### src/rtl/victim_evict_buffer_pkg.sv
// Shared types and line-address constants for the victim eviction buffer.
// Imported by victim_evict_buffer and veb_tag_match.
package victim_cache_def;

    localparam int VEB_ADDR_W   = 32;
    localparam int VEB_LINE_W   = 128;
    localparam int VEB_OFFS_W   = 4;
    localparam int VEB_LINE_LSB = VEB_OFFS_W;
    localparam int VEB_LINE_MSB = VEB_ADDR_W - 1;
    localparam int VEB_LINE_AW  = VEB_LINE_MSB - VEB_LINE_LSB + 1;

    typedef struct packed {
        logic                  valid;
        logic [VEB_ADDR_W-1:0] addr;
        logic [VEB_LINE_W-1:0] data;
        logic                  dirty;
    } veb_entry_t;

endpackage

### src/rtl/victim_evict_buffer_tag_match.sv
// veb_tag_match: line-address compare of one address against every valid entry.
// Produces a one-hot match vector (coalescing keeps matches unique) and a hit flag.
module veb_tag_match
    import victim_cache_def::*;
#(
    parameter int DEPTH  = 4,
    parameter int ADDR_W = VEB_ADDR_W,
    parameter int OFFS_W = VEB_LINE_LSB
) (
    input  logic [ADDR_W-1:0] addr_i,
    input  veb_entry_t        entries_i [DEPTH],
    output logic [DEPTH-1:0]  match_o,
    output logic              hit_o
);

    logic w_unused_bits;

    // Compare line addresses only; offset bits, data and dirty take no part.
    always_comb begin
        match_o       = {DEPTH{1'b0}};
        w_unused_bits = ^addr_i[OFFS_W-1:0];
        for (int i = 0; i < DEPTH; i++) begin
            match_o[i] = entries_i[i].valid &&
                         (entries_i[i].addr[ADDR_W-1:OFFS_W] == addr_i[ADDR_W-1:OFFS_W]);
            w_unused_bits = w_unused_bits ^ (^{entries_i[i].data, entries_i[i].dirty,
                                               entries_i[i].addr[OFFS_W-1:0]});
        end
    end

    assign hit_o = |match_o;

endmodule

### src/rtl/victim_evict_buffer.sv
// victim_evict_buffer: FIFO of evicted L1 lines awaiting the victim cache, with coalescing.
// Define VICTIM_EVICT_FWD_EN to enable the same-cycle lookup port; otherwise lookup outputs are 0.
module victim_evict_buffer
    import victim_cache_def::*;
#(
    parameter int DEPTH  = 4,
    parameter int ADDR_W = VEB_ADDR_W,
    parameter int LINE_W = VEB_LINE_W,
    parameter int OFFS_W = VEB_OFFS_W
) (
    input  logic                       clk_i,
    input  logic                       rst_i,
    input  logic                       evict_valid_i,
    input  logic [ADDR_W-1:0]          evict_addr_i,
    input  logic [LINE_W-1:0]          evict_data_i,
    input  logic                       evict_dirty_i,
    output logic                       evict_ready_o,
    output logic                       vc_valid_o,
    output logic [ADDR_W-1:0]          vc_addr_o,
    output logic [LINE_W-1:0]          vc_data_o,
    output logic                       vc_dirty_o,
    input  logic                       vc_ready_i,
    input  logic                       lookup_valid_i,
    input  logic [ADDR_W-1:0]          lookup_addr_i,
    output logic                       lookup_hit_o,
    output logic [LINE_W-1:0]          lookup_data_o,
    output logic [$clog2(DEPTH):0]     count_o,
    output logic [31:0]                no_push_o,
    output logic [31:0]                no_coal_o
);

    localparam int PTR_W = $clog2(DEPTH);
    localparam int CNT_W = PTR_W + 1;

    veb_entry_t       r_mem [DEPTH];
    logic [PTR_W-1:0] r_head;
    logic [PTR_W-1:0] r_tail;
    logic [CNT_W-1:0] r_count;
    logic [31:0]      r_no_push;
    logic [31:0]      r_no_coal;

    logic [DEPTH-1:0] w_coal_match;
    logic             w_coal_hit;
    logic             w_pop;
    logic             w_push;
    logic             w_push_coal;
    logic             w_push_new;

    veb_tag_match #(.DEPTH(DEPTH), .ADDR_W(ADDR_W), .OFFS_W(OFFS_W)) u_coal_match (
        .addr_i    (evict_addr_i),
        .entries_i (r_mem),
        .match_o   (w_coal_match),
        .hit_o     (w_coal_hit)
    );

    // Ready uses the unmasked match so it never depends on vc_ready_i; a head match
    // that pops this cycle turns into a new push into the slot the pop frees.
    assign vc_valid_o    = (r_count != {CNT_W{1'b0}});
    assign w_pop         = vc_valid_o && vc_ready_i;
    assign evict_ready_o = (r_count < CNT_W'(DEPTH)) || w_coal_hit;
    assign w_push        = evict_valid_i && evict_ready_o;
    assign w_push_coal   = w_push && w_coal_hit && !(w_pop && w_coal_match[r_head]);
    assign w_push_new    = w_push && !w_push_coal;

    assign vc_addr_o  = r_mem[r_head].addr;
    assign vc_data_o  = r_mem[r_head].data;
    assign vc_dirty_o = r_mem[r_head].dirty;
    assign count_o    = r_count;
    assign no_push_o  = r_no_push;
    assign no_coal_o  = r_no_coal;

    // Entry storage, pointers, occupancy and statistics; a push at the tail overrides a pop clearing the same slot.
    always_ff @(posedge clk_i or posedge rst_i) begin
        if (rst_i) begin
            for (int i = 0; i < DEPTH; i++) begin
                r_mem[i] <= '0;
            end
            r_head    <= {PTR_W{1'b0}};
            r_tail    <= {PTR_W{1'b0}};
            r_count   <= {CNT_W{1'b0}};
            r_no_push <= 32'd0;
            r_no_coal <= 32'd0;
        end else begin
            if (w_pop) begin
                r_mem[r_head].valid <= 1'b0;
                r_head              <= r_head + PTR_W'(1);
            end
            if (w_push_coal) begin
                for (int i = 0; i < DEPTH; i++) begin
                    if (w_coal_match[i]) begin
                        r_mem[i].data  <= evict_data_i;
                        r_mem[i].dirty <= r_mem[i].dirty | evict_dirty_i;
                    end
                end
                r_no_coal <= r_no_coal + 32'd1;
            end else if (w_push_new) begin
                r_mem[r_tail] <= '{valid: 1'b1, addr: evict_addr_i,
                                   data: evict_data_i, dirty: evict_dirty_i};
                r_tail        <= r_tail + PTR_W'(1);
                r_no_push     <= r_no_push + 32'd1;
            end
            case ({w_push_new, w_pop})
                2'b10:   r_count <= r_count + CNT_W'(1);
                2'b01:   r_count <= r_count - CNT_W'(1);
                default: r_count <= r_count;
            endcase
        end
    end

`ifdef VICTIM_EVICT_FWD_EN
    logic [DEPTH-1:0]  w_lk_match;
    logic              w_lk_hit;
    logic [LINE_W-1:0] w_lk_data;

    veb_tag_match #(.DEPTH(DEPTH), .ADDR_W(ADDR_W), .OFFS_W(OFFS_W)) u_lookup_match (
        .addr_i    (lookup_addr_i),
        .entries_i (r_mem),
        .match_o   (w_lk_match),
        .hit_o     (w_lk_hit)
    );

    // One-hot select of the matching entry's data.
    always_comb begin
        w_lk_data = {LINE_W{1'b0}};
        for (int i = 0; i < DEPTH; i++) begin
            w_lk_data = w_lk_data | (r_mem[i].data & {LINE_W{w_lk_match[i]}});
        end
    end

    assign lookup_hit_o  = lookup_valid_i && w_lk_hit;
    assign lookup_data_o = lookup_hit_o ? w_lk_data : {LINE_W{1'b0}};
`else
    logic w_lookup_unused;

    assign w_lookup_unused = lookup_valid_i ^ (^lookup_addr_i);
    assign lookup_hit_o    = 1'b0;
    assign lookup_data_o   = {LINE_W{1'b0}};
`endif

endmodule
### config.mk
export PLATFORM = sky130hd
export DESIGN_NAME = victim_evict_buffer
export DESIGN_NICKNAME = d
export VERILOG_FILES = /design/src/rtl/victim_evict_buffer_pkg.sv /design/src/rtl/victim_evict_buffer_tag_match.sv /design/src/rtl/victim_evict_buffer.sv
export SDC_FILE = /design/constraint.sdc
export NUM_CORES = 2
export LEC_CHECK = 0
export ABC_AREA = 1
export BUFFER_PORTS_ARGS = -buffer_cell sky130_fd_sc_hd__buf_2
export CAP_MARGIN = 20
export CORE_UTILIZATION = 62
export CTS_BUF_LIST = sky130_fd_sc_hd__clkbuf_16
export CTS_CLUSTER_SIZE = 30
export DETAILED_ROUTE_END_ITERATION = 7
export PLACE_DENSITY = 0.86
export SETUP_SLACK_MARGIN = 0.4
export SKIP_CTS_REPAIR_TIMING = 1
export SLEW_MARGIN = 20
export SYNTH_ARGS = -nofsm -noshare
export SYNTH_HDL_FRONTEND = slang
export SYNTH_SLANG_ARGS = --single-unit
export TNS_END_PERCENT = 1
### constraint.sdc
create_clock -name clk_i -period 73.5 [get_ports clk_i]
set_input_delay 11.025 -clock clk_i [delete_from_list [all_inputs] [get_ports clk_i]]
set_output_delay 11.025 -clock clk_i [all_outputs]
set_load 0.1 [all_outputs]
==> flow_summary.ini <==
[route]
drtAntennaViolNets = 0
vias = 34200
dr.first_iter.drc_count = 3932
via_per_inst = 5.92
route.detailed.drc = 0
detail_route.wl_per_cell_um = 18.8
dr.pass1.iters = 7
wl_um = 109000

[timing]
finalHoldViolCount = 0
fin_crit_sh = 0.326
clock_skew_ps = 26.0
fmax_mhz = 41.7
slew_headroom = 0.190
final_max_slew_viol_count = 0
setup_viol = 0
rsz0062_at_grt = no
fin_ws_ps = 49540
worst_pin_slew_ps = 1220
finalCriticalPeriod_ps = 23960
tns_ps = 0

[global_route]
top_usage_layer = met2
met1_usage = 0.460
first_global_vias = 32700
grt_first_pass_wirelength_um = 170000
antenna_found_initial = 35
gr-usage-met2 = 0.571
use_met3 = 0.0811
grt_overflow = 0
grt_max_degree = 188
grt_usage = 0.360

[worst_setup_path]
arrival_ps = 12940
critPathCaptureType = output pin
crit_fanout = 8
crit_buf_inv = 3
slowest_delay_ps = 430
rr_worst_depth = 12
required_ps = 62470
critical_path_class = input pin to output pin
crit_family = simple AND/OR/NAND/NOR gates
startpoint_type = input pin
worstPathCellList = buf_2 > inv_1 > nand2_1 > nand2_1 > nor2_1 > nand2_1 > nor2_1 > nand2_1 > nor2_1 > nor2_1 > nand3_2 > buf_2
crit_cells = 12
crit_path_top_delay_cell = buf_2

[logic_synthesis]
ys_ff_latch = 719
synth-seq-area-share = 0.498
synth_top_area_frac = 0.498
syn_area_per_cell_um2 = 7.62
yosysUniqueCellTypes = 34
netlist_top_cells_area = dfrtp_1 (50%), nand2_1 (17%), nand3_1 (7.8%), o21ai_0 (6.4%), nor2_1 (4.2%)
synth_area_um2 = 36100
yosysWarnings = 0
syn_inst = 4743
yosysTopAreaCell = dfrtp_1

[place]
place_congestion = 0.929
io_buffers = 394
dp_hpwl_um = 59800
pre_cts_slack_ps = 49610

[floorplan]
die_w_um = 243
ios = 557
fp.dieH_um = 243
initial_core_util = 0.627
rows = 88
core_area_um2 = 57600
die_area_um2 = 59200

[job]
max_cap_violations = 0

[worst_hold_path]
holdPathStages = 2
hold_path_class = flip-flop to flip-flop

[layout]
num-fill-cells = 4573
final_nets = 5143
drive_above_1_share = 0.112
synthToLayoutAreaGrowth_pct = 10.2
fin_util = 0.692

[clock_tree]
h-tree-depth = 3
numCtsBuffers = 75
clock-sinks = 719
cts_tree = done
path_clk_slew_ps = 50
clock-root-buffer = clkbuf_16
clk_path_buf_depth = 3
clk_latency_ps = 630

[outcome]
status = completed
==> routing by layer <==
| layer | routed length [um] | vias up | part of all wire |
|---|---|---|---|
| li1 | - | 15500 | - |
| met1 | 40500 | 16200 | 0.37 |
| met2 | 50800 | 2123 | 0.47 |
| met3 | 12200 | 345 | 0.11 |
| met4 | 4880 | 32 | 0.045 |
| met5 | 209 | - | 0.0019 |
==> placed cells by master, fill, tap and decap left out, types with 3 or more instances in the layout <==
master	synthesis	routed
o22ai_1	135	135
inv_1	197	210
nand2_1	1614	1608
clkinvlp_4	0	3
nand3_1	563	563
clkinv_2	0	13
xnor2_1	29	29
diode_2	0	22
nand2_4	4	9
o21ai_0	460	460
xor2_1	32	32
conb_1	1	129
inv_2	10	9
nand3b_1	4	4
nand2_8	0	4
dfrtp_1	719	717
nor3_1	19	19
clkinv_1	2	20
nand4_1	12	12
ha_1	11	11
nor4_1	3	3
nor2_1	405	405
buf_2	122	394
buf_4	159	29
clkbuf_16	0	76
a21oi_1	70	70
==> state kept, by name, indices dropped and copies added, names as in the netlist <==
register,count
no_push_o,32
r_mem,648
r_tail,2
r_head,2
count_o,3
no_coal_o,32
==> cells in the mapped netlist <==
| library cell | count |
|---|---|
| nor2_2 | 1 |
| inv_1 | 197 |
| nand3_1 | 563 |
| buf_6 | 1 |
| clkbuf_2 | 5 |
| nor3_1 | 19 |
| clkinv_1 | 2 |
| fa_1 | 1 |
| or2_0 | 1 |
| ha_1 | 11 |
| or2_2 | 2 |
| xor2_1 | 32 |
| buf_1 | 8 |
| clkbuf_1 | 145 |
| dfrtp_1 | 719 |
| nor2_1 | 405 |
| o22ai_1 | 135 |
| inv_2 | 10 |
| a21oi_1 | 70 |
| or3_1 | 1 |
| nand2_1 | 1614 |
| nand4_1 | 12 |
| conb_1 | 1 |
| xnor2_1 | 29 |
| nor4_1 | 3 |
| a21boi_2 | 1 |
| nand3_2 | 1 |
| nand3b_1 | 4 |
| nand2_2 | 4 |
| nand2_4 | 4 |
| o21ai_0 | 460 |
| buf_4 | 159 |
| a21boi_0 | 1 |
| buf_2 | 122 |
==> stage by stage <==
stage / std cells / hold WS, ps / cell area (um^2)
6_report: 5775 / 480 / 39800
5_1_grt: 5770 / 498 / 39800
4_1_cts: 5752 / 481 / 39700
3_5_place_dp: 5620 / 463 / 37500
3_3_place_gp: 5620 / 460 / 37500
2_1_floorplan: 4871 / 444 / 36600
==> worst reg2reg max path: cells and delay by family (launching register included) <==
| family | cells | cell delay, ps |
|---|---|---|
| flops | 1 | 770 |
| simple gates | 9 | 3150 |
| buf+inv | 3 | 2240 |
==> final timing paths <==
path / slack, ps / end / from
worst max-delay path: 49540 / evict_ready_o / evict_addr_i[14]
worst min-delay path: 480 / r_mem[453]$_DFFE_PP0P_ / r_mem[453]$_DFFE_PP0P_
worst max register to register: 67290 / r_mem[60]$_DFFE_PP0P_ / r_head[0]$_DFFE_PP0P_
worst min register to register: 480 / r_mem[453]$_DFFE_PP0P_ / r_mem[453]$_DFFE_PP0P_
max in group asynchronous: 60520 / r_mem[530]$_DFFE_PP0P_ / rst_i
min in group asynchronous: 10640 / r_mem[486]$_DFFE_PP0P_ / rst_i
==> layout make-up <==
class / instances / area, um^2 / area share
Tap cell: 765 / 957 / 0.0240
Clock buffer: 76 / 1900 / 0.0478
Multi-Input combinational cell: 3503 / 15500 / 0.390
Antenna cell: 22 / 55.1 / 0.00138
Sequential cell: 719 / 18000 / 0.452
Clock inverter: 56 / 353 / 0.00886
Timing Repair Buffer: 425 / 2240 / 0.0562
Inverter: 209 / 805 / 0.0202
==> logic make-up after synthesis <==
logic type               count (synthesis)  synth area share
AO/OA/AOI/OAI                          667            0.0973
XOR/XNOR                                61            0.0148
adder cells (fa/ha/maj)                 12           0.00436
buffers and inverters                  649            0.0886
flip-flops                             719             0.498
other                                    1          0.000104
AND/OR/NAND/NOR                       2634             0.297
Power is not shown: default switching activity piles up to over one toggle a cycle in this logic, so the estimate is an artifact.
